[src/rtl/fifo_mem_ctrl_pkg.sv]
// Shared constants, sizing helpers and word/pointer types for the RAM-backed FIFO controller.
package fifo_mem_pkg;

    localparam int DEF_DATA_WIDTH = 14;
    localparam int DEF_ADDR_WIDTH = 6;

    function automatic int depth_of(input int addr_width);
        return 1 << addr_width;
    endfunction

    // Occupancy spans 0..DEPTH+2, so two bits above the address width.
    function automatic int count_width(input int addr_width);
        return addr_width + 2;
    endfunction

    localparam int DEF_DEPTH   = depth_of(DEF_ADDR_WIDTH);
    localparam int DEF_COUNT_W = count_width(DEF_ADDR_WIDTH);

    typedef logic [DEF_ADDR_WIDTH-1:0] ptr_t;
    typedef logic [DEF_DATA_WIDTH-1:0] word_t;

endpackage

[src/rtl/fifo_mem_ctrl_if.sv]
// Producer/consumer stream plus RAM port signals of the FIFO controller.
interface fifo_mem_ctrl_if
    import fifo_mem_pkg::*;
#(
    parameter int DATA_WIDTH = DEF_DATA_WIDTH,
    parameter int ADDR_WIDTH = DEF_ADDR_WIDTH
);
    logic [DATA_WIDTH-1:0] in_data;
    logic                  in_valid;
    logic                  in_ready;
    logic [DATA_WIDTH-1:0] out_data;
    logic                  out_valid;
    logic                  out_ready;
    logic [ADDR_WIDTH+1:0] count;
    logic [ADDR_WIDTH-1:0] mem_addr_a;
    logic [DATA_WIDTH-1:0] mem_data_in_a;
    logic                  mem_write_en_a;
    logic [ADDR_WIDTH-1:0] mem_addr_b;
    logic [DATA_WIDTH-1:0] mem_data_out_b;

    // Controller side.
    modport slave (
        input  in_data, in_valid, out_ready, mem_data_out_b,
        output in_ready, out_data, out_valid, count,
               mem_addr_a, mem_data_in_a, mem_write_en_a, mem_addr_b
    );

    // Environment side: producer, consumer and RAM.
    modport master (
        output in_data, in_valid, out_ready, mem_data_out_b,
        input  in_ready, out_data, out_valid, count,
               mem_addr_a, mem_data_in_a, mem_write_en_a, mem_addr_b
    );
endinterface

[src/rtl/fifo_mem_ctrl_out_buf.sv]
// Two-entry registered output buffer; head entry drives the consumer stream directly.
module fifo_out_buf
    import fifo_mem_pkg::*;
#(
    parameter int DATA_WIDTH = DEF_DATA_WIDTH
) (
    input  logic                  clk,
    input  logic                  rst,
    input  logic                  capture,
    input  logic [DATA_WIDTH-1:0] din,
    input  logic                  pop,
    output logic [DATA_WIDTH-1:0] dout,
    output logic                  valid,
    output logic [1:0]            cnt
);
    logic [DATA_WIDTH-1:0] head;
    logic [DATA_WIDTH-1:0] tail;

    always_ff @(posedge clk) begin
        if (rst) begin
            head <= '0;
            tail <= '0;
            cnt  <= 2'd0;
        end else begin
            case (cnt)
                2'd0: begin
                    if (capture) begin
                        head <= din;
                        cnt  <= 2'd1;
                    end
                end
                2'd1: begin
                    case ({capture, pop})
                        2'b11: head <= din;
                        2'b10: begin
                            tail <= din;
                            cnt  <= 2'd2;
                        end
                        2'b01: cnt <= 2'd0;
                        default: ;
                    endcase
                end
                2'd2: begin
                    // Issue is throttled so a capture into a full buffer only comes with a pop.
                    if (pop) begin
                        head <= tail;
                        if (capture) tail <= din;
                        else         cnt  <= 2'd1;
                    end
                end
                default: cnt <= 2'd0;
            endcase
        end
    end

    assign dout  = head;
    assign valid = (cnt != 2'd0);

endmodule

[src/rtl/fifo_mem_ctrl.sv]
// Ready/valid FIFO over an external simple dual-port RAM with one-cycle read latency.
module fifo_mem_ctrl
    import fifo_mem_pkg::*;
#(
    parameter int DATA_WIDTH = DEF_DATA_WIDTH,
    parameter int ADDR_WIDTH = DEF_ADDR_WIDTH
) (
    input  logic            clk,
    input  logic            rst,
    fifo_mem_ctrl_if.slave  bus
);
    localparam int                  DEPTH    = depth_of(ADDR_WIDTH);
    localparam int                  CW       = count_width(ADDR_WIDTH);
    localparam logic [ADDR_WIDTH:0] MEM_FULL = (ADDR_WIDTH+1)'(DEPTH);

    logic [ADDR_WIDTH-1:0] wr_ptr;
    logic [ADDR_WIDTH-1:0] rd_ptr;
    logic [ADDR_WIDTH:0]   mem_cnt;
    logic                  rd_pend;
    logic [1:0]            buf_cnt;
    logic [2:0]            occ;
    logic                  ready;
    logic                  push;
    logic                  pop;
    logic                  issue;
    logic                  valid;
    logic [DATA_WIDTH-1:0] data;

    always_comb begin
        ready = !rst && (mem_cnt != MEM_FULL);
        push  = bus.in_valid && ready;
        pop   = valid && bus.out_ready;
        occ   = {1'b0, buf_cnt} + {2'b00, rd_pend};
        // Issue only if the word will have a buffer slot when it lands next cycle.
        issue = (mem_cnt != '0) && (occ < (3'd2 + {2'b00, pop}));
    end

    always_ff @(posedge clk) begin
        if (rst) begin
            wr_ptr  <= '0;
            rd_ptr  <= '0;
            mem_cnt <= '0;
            rd_pend <= 1'b0;
        end else begin
            if (push)  wr_ptr <= wr_ptr + 1'b1;
            if (issue) rd_ptr <= rd_ptr + 1'b1;
            rd_pend <= issue;
            case ({push, issue})
                2'b10:   mem_cnt <= mem_cnt + 1'b1;
                2'b01:   mem_cnt <= mem_cnt - 1'b1;
                default: ;
            endcase
        end
    end

    fifo_out_buf #(
        .DATA_WIDTH (DATA_WIDTH)
    ) u_out_buf (
        .clk     (clk),
        .rst     (rst),
        .capture (rd_pend),
        .din     (bus.mem_data_out_b),
        .pop     (pop),
        .dout    (data),
        .valid   (valid),
        .cnt     (buf_cnt)
    );

    assign bus.in_ready       = ready;
    assign bus.out_data       = data;
    assign bus.out_valid      = valid;
    assign bus.count          = CW'(mem_cnt) + CW'(rd_pend) + CW'(buf_cnt);
    assign bus.mem_addr_a     = wr_ptr;
    assign bus.mem_data_in_a  = bus.in_data;
    assign bus.mem_write_en_a = push;
    assign bus.mem_addr_b     = rd_ptr;

endmodule

[src/flat_wrapper.sv]
// flat-port wrapper written by rule: the top's interface ports become plain ports
module fifo_mem_ctrl_flat import fifo_mem_pkg::*;
#(
    parameter int DATA_WIDTH = DEF_DATA_WIDTH,
    parameter int ADDR_WIDTH = DEF_ADDR_WIDTH
)
  (clk, rst, bus_in_data, bus_in_valid, bus_out_ready, bus_mem_data_out_b, bus_in_ready, bus_out_data, bus_out_valid, bus_count, bus_mem_addr_a, bus_mem_data_in_a, bus_mem_write_en_a, bus_mem_addr_b);
  fifo_mem_ctrl_if #(.DATA_WIDTH(DATA_WIDTH), .ADDR_WIDTH(ADDR_WIDTH)) bus_i ();
  input  logic clk;
  input  logic rst;
  input wire logic [$bits(bus_i.in_data)-1:0] bus_in_data;
  input wire logic [$bits(bus_i.in_valid)-1:0] bus_in_valid;
  input wire logic [$bits(bus_i.out_ready)-1:0] bus_out_ready;
  input wire logic [$bits(bus_i.mem_data_out_b)-1:0] bus_mem_data_out_b;
  output wire logic [$bits(bus_i.in_ready)-1:0] bus_in_ready;
  output wire logic [$bits(bus_i.out_data)-1:0] bus_out_data;
  output wire logic [$bits(bus_i.out_valid)-1:0] bus_out_valid;
  output wire logic [$bits(bus_i.count)-1:0] bus_count;
  output wire logic [$bits(bus_i.mem_addr_a)-1:0] bus_mem_addr_a;
  output wire logic [$bits(bus_i.mem_data_in_a)-1:0] bus_mem_data_in_a;
  output wire logic [$bits(bus_i.mem_write_en_a)-1:0] bus_mem_write_en_a;
  output wire logic [$bits(bus_i.mem_addr_b)-1:0] bus_mem_addr_b;
  assign bus_i.in_data = bus_in_data;
  assign bus_i.in_valid = bus_in_valid;
  assign bus_i.out_ready = bus_out_ready;
  assign bus_i.mem_data_out_b = bus_mem_data_out_b;
  assign bus_in_ready = bus_i.in_ready;
  assign bus_out_data = bus_i.out_data;
  assign bus_out_valid = bus_i.out_valid;
  assign bus_count = bus_i.count;
  assign bus_mem_addr_a = bus_i.mem_addr_a;
  assign bus_mem_data_in_a = bus_i.mem_data_in_a;
  assign bus_mem_write_en_a = bus_i.mem_write_en_a;
  assign bus_mem_addr_b = bus_i.mem_addr_b;
  fifo_mem_ctrl #(.DATA_WIDTH(DATA_WIDTH), .ADDR_WIDTH(ADDR_WIDTH)) u_core (.clk(clk), .rst(rst), .bus(bus_i));
endmodule
[config.mk]
export PLATFORM = sky130hd
export DESIGN_NAME = fifo_mem_ctrl_flat
export DESIGN_NICKNAME = d
export VERILOG_FILES = /design/src/rtl/fifo_mem_ctrl_pkg.sv /design/src/rtl/fifo_mem_ctrl_if.sv /design/src/rtl/fifo_mem_ctrl_out_buf.sv /design/src/rtl/fifo_mem_ctrl.sv /design/src/flat_wrapper.sv
export SDC_FILE = /design/constraint.sdc
export NUM_CORES = 1
export LEC_CHECK = 0
export ABC_AREA = 1
export CAP_MARGIN = 15
export CORE_UTILIZATION = 38
export CTS_CLUSTER_SIZE = 24
export DETAILED_ROUTE_END_ITERATION = 7
export GPL_ROUTABILITY_DRIVEN = 0
export PLACE_DENSITY = 0.69
export SLEW_MARGIN = 25
export SYNTH_ARGS = -nofsm -noshare
export SYNTH_HDL_FRONTEND = slang
export SYNTH_HIERARCHICAL = 1
export SYNTH_SLANG_ARGS = --single-unit
[constraint.sdc]
create_clock -name clk -period 3.5 [get_ports clk]
set_input_delay 0.35 -clock clk [delete_from_list [all_inputs] [get_ports clk]]
set_output_delay 0.35 -clock clk [all_outputs]
set_load 0.02 [all_outputs]
==> impl_results.md <==
- Buf+Inv Stages, Crit Path: 3
- Clock Pin Slew Worst Setup and Hold Paths: 0.11 ns
- TritonCTS Buffers: 5
- Vias: 2577
- Post-CTS Hold Buffers: 0
- Dominant cells by area after synthesis: dfxtp_1, nand2_1, nand3_1, nor2_1, ha_1
- CP peak stage delay: 0.62 ns
- Buffers on Ports: 54
- Status: completed
- # IOs: 83
- H-tree levels: 2
- Hold Path Class: reg -> reg
- Post-route ant nets: 0
- Synth warn: 6
- Post-CTS Setup Inserts: 0
- First DRT Iteration DRCs: 157
- Seq/Total Area, Yosys: 0.341
- CP arrival: 2.62 ns
- CTS resizes: 0
- Number of synthesized flops with an enable pin: 0
- Post-synthesis async set-or-reset flop share: 0
- Die Height: 89.9 um
- Root cell of the clock tree: clkbuf_8
- Placement Rows: 31
- Fillers: 751
- TritonCTS clock tree: built
- Peak Freq: 336 MHz
- DRC: 0
- Final min period: 2.97 ns
- Mapped Nets: 464
- CP required: 3.15 ns
- Max-slew violations: 0
- Yosys top cell by area: dfxtp_1
- Die W: 89.9 um
- DR pass1 iterations: 4
- Largest net degree at the start of global routing: 29
- Routed wire length: 6310 um
- Total GRT Usage: 0.155
- Pleak: 1.58 nW
- RSZ-0062 raised after global routing: no
- Nets: 501
- Avg Cell Area, Syn: 7.08 um2
- Area of the multi-input gates: 1610 um2
- Yosys cell types: 32
- Clock sinks: 50
- Maximum resistive drop on vdd: 0.398 mV
- Worst-Margin Slew: 0.617 ns
- Top-count cell post-synth: nand2_1
- Post-synth top area share: 0.341
- Global-route wire length before repair: 10400 um
- Synthesized cell area: 2940 um2
- Synth-to-layout area growth: 20.2%
- Slew HR: 0.589
- Clk_skew: 0.0126 ns
- Crit end category: output port
- Critical path type: reg -> out
- Std-Cell Core Area: 7370 um2
- WL/cell: 11.4 um
- Overflow left after global routing: 0
- Setup TNS: 0 ns
- Utilization after layout: 0.479
- FF+latch area: 1000 um2
- Detailed placement HPWL: 4630 um
- Max-cap viol count: 0
- Clock buffer depth: 2
- Startpoint Class: register
- DR vias/cell: 4.67
- Post-Place Cells: 544
- Initial antenna violation count: 0
- Clock Latency Late Sink: 0.31 ns
- Pwr per Cell Area: 882 nW/um2
- Synth cell count leaders: nand2_1, dfxtp_1, nor2_1
- Die area: 8080 um2
- Seq cells post-synth: 50
- Non-Filler Instances: 552
- CP delay by family, top: buffers and inverters
- Setup violators final: 0
- Layout cells sized above 1: 0.0927
- Final period utilization: 0.850
- Initial Util: 0.398
- Crit-path cells: inv_1 -> fa_1 -> inv_1 -> fa_1 -> nand2_1 -> nor2_1 -> xor2_1 -> clkdlybuf4s50_1
- N_diodes: 0
- Predominant post-synthesis flop cell: dfxtp_1
- Critical-path top delay cell: clkdlybuf4s50_1
- Crit Path Max Fanout: 7
- Fin. Hold Viols: 0
- Post-Synthesis Cells: 415
- Vias in the first global route: 2217
## where the power goes
group	leakage, nW	internal, mW	total (mW)	switching [mW]
Sequential	0.409	0.732	0.888	0.157
Combinational	1.12	0.752	1.87	1.11
Clock	0.0502	0.148	0.359	0.211
## path summary, 6_finish.rpt
kind / start / endpoint / slack [ns] / cells past startpoint
setup / recovery: u_core/u_out_buf/cnt[0] / bus_count[6] / 0.53 / 8
hold / removal: u_core/u_out_buf/dout[2] / u_core/u_out_buf/dout[2] / 0.47 / 2
setup reg to reg: u_core/u_out_buf/cnt[0] / u_core/mem_cnt[4] / 0.61 / 16
hold reg to reg: u_core/u_out_buf/dout[2] / u_core/u_out_buf/dout[2] / 0.47 / 2
## kinds of logic (layout without fill, tap and decap cells)
family / after synthesis / in the layout / synth area share
flops: 50 / 50 / 0.341
compound gates: 55 / 55 / 0.0997
fa+ha+maj: 17 / 17 / 0.0801
buf+inv: 65 / 103 / 0.112
simple gates: 217 / 217 / 0.335
xor+xnor: 11 / 11 / 0.0328
## metal layers
layer	share of wire	vias to the layer above	wire [um]	global-route usage
li1	-	1386	-	-
met1	0.51	1135	3210	0.226
met2	0.44	44	2780	0.230
met3	0.035	12	223	0.0237
met4	0.016	0	99	0.0551
met5	0	-	0	0
## worst register-to-register path: cells and delay by family, from the launching register on
family / cells / cell delay [ns]
buf+inv: 3 / 0.21
fa+ha+maj: 4 / 1.18
simple gates: 9 / 0.93
flops: 1 / 0.52
## flip-flops by register name, indices dropped and copies added, names as in the netlist
signal                 count
u_core/bus.mem_addr_a      6
u_core/u_out_buf/dout     14
u_core/u_out_buf/tail     14
u_core/mem_cnt             7
u_core/rd_pend             1
u_core/bus.mem_addr_b      6
u_core/u_out_buf/cnt       2
## area by class of cell
class	instances	share of cell area
multi-input cells	300	0.455
flip-flops and latches	50	0.283
repair buffers	55	0.155
inverters	40	0.0432
well taps	99	0.0351
clock buffers	5	0.0195
clock inverters	3	0.00815
## layout by cell type (no fill, tap or decap)
cell type          n
nor2_8             1
nand3_2            4
nand4_1            1
inv_8              1
o21ai_0            9
xnor2_1            6
nor2_2             2
dfxtp_1           50
nand2_1          104
or2_2              3
buf_4              1
xor2_1             5
nand3b_1           2
clkdlybuf4s50_1   54
clkinv_4           2
nand3_4            1
nor2_4             3
inv_4              1
fa_1               3
nand2_2            7
clkinv_1           1
nor3_1             3
clkbuf_8           5
o21ai_1           12
nor2_1            48
o21ai_2            1
a21oi_1           29
inv_2              7
nand3_1           38
o211ai_1           1
a21oi_2            3
ha_1              14
inv_1             31
## metrics by stage
step                      setup WS (ns)  instance area [um2]  power, mW  hold WS [ns]
after floorplan                   0.801                 2940       2.30         0.463
after global placement            0.662                 3430       2.74         0.458
after detailed placement          0.598                 3430       2.77         0.457
after CTS                         0.490                 3530       3.14         0.473
after global routing              0.353                 3530       3.40         0.490
final                             0.525                 3530       3.11         0.470
No activity file was read; power rests on OpenSTA's default activity.
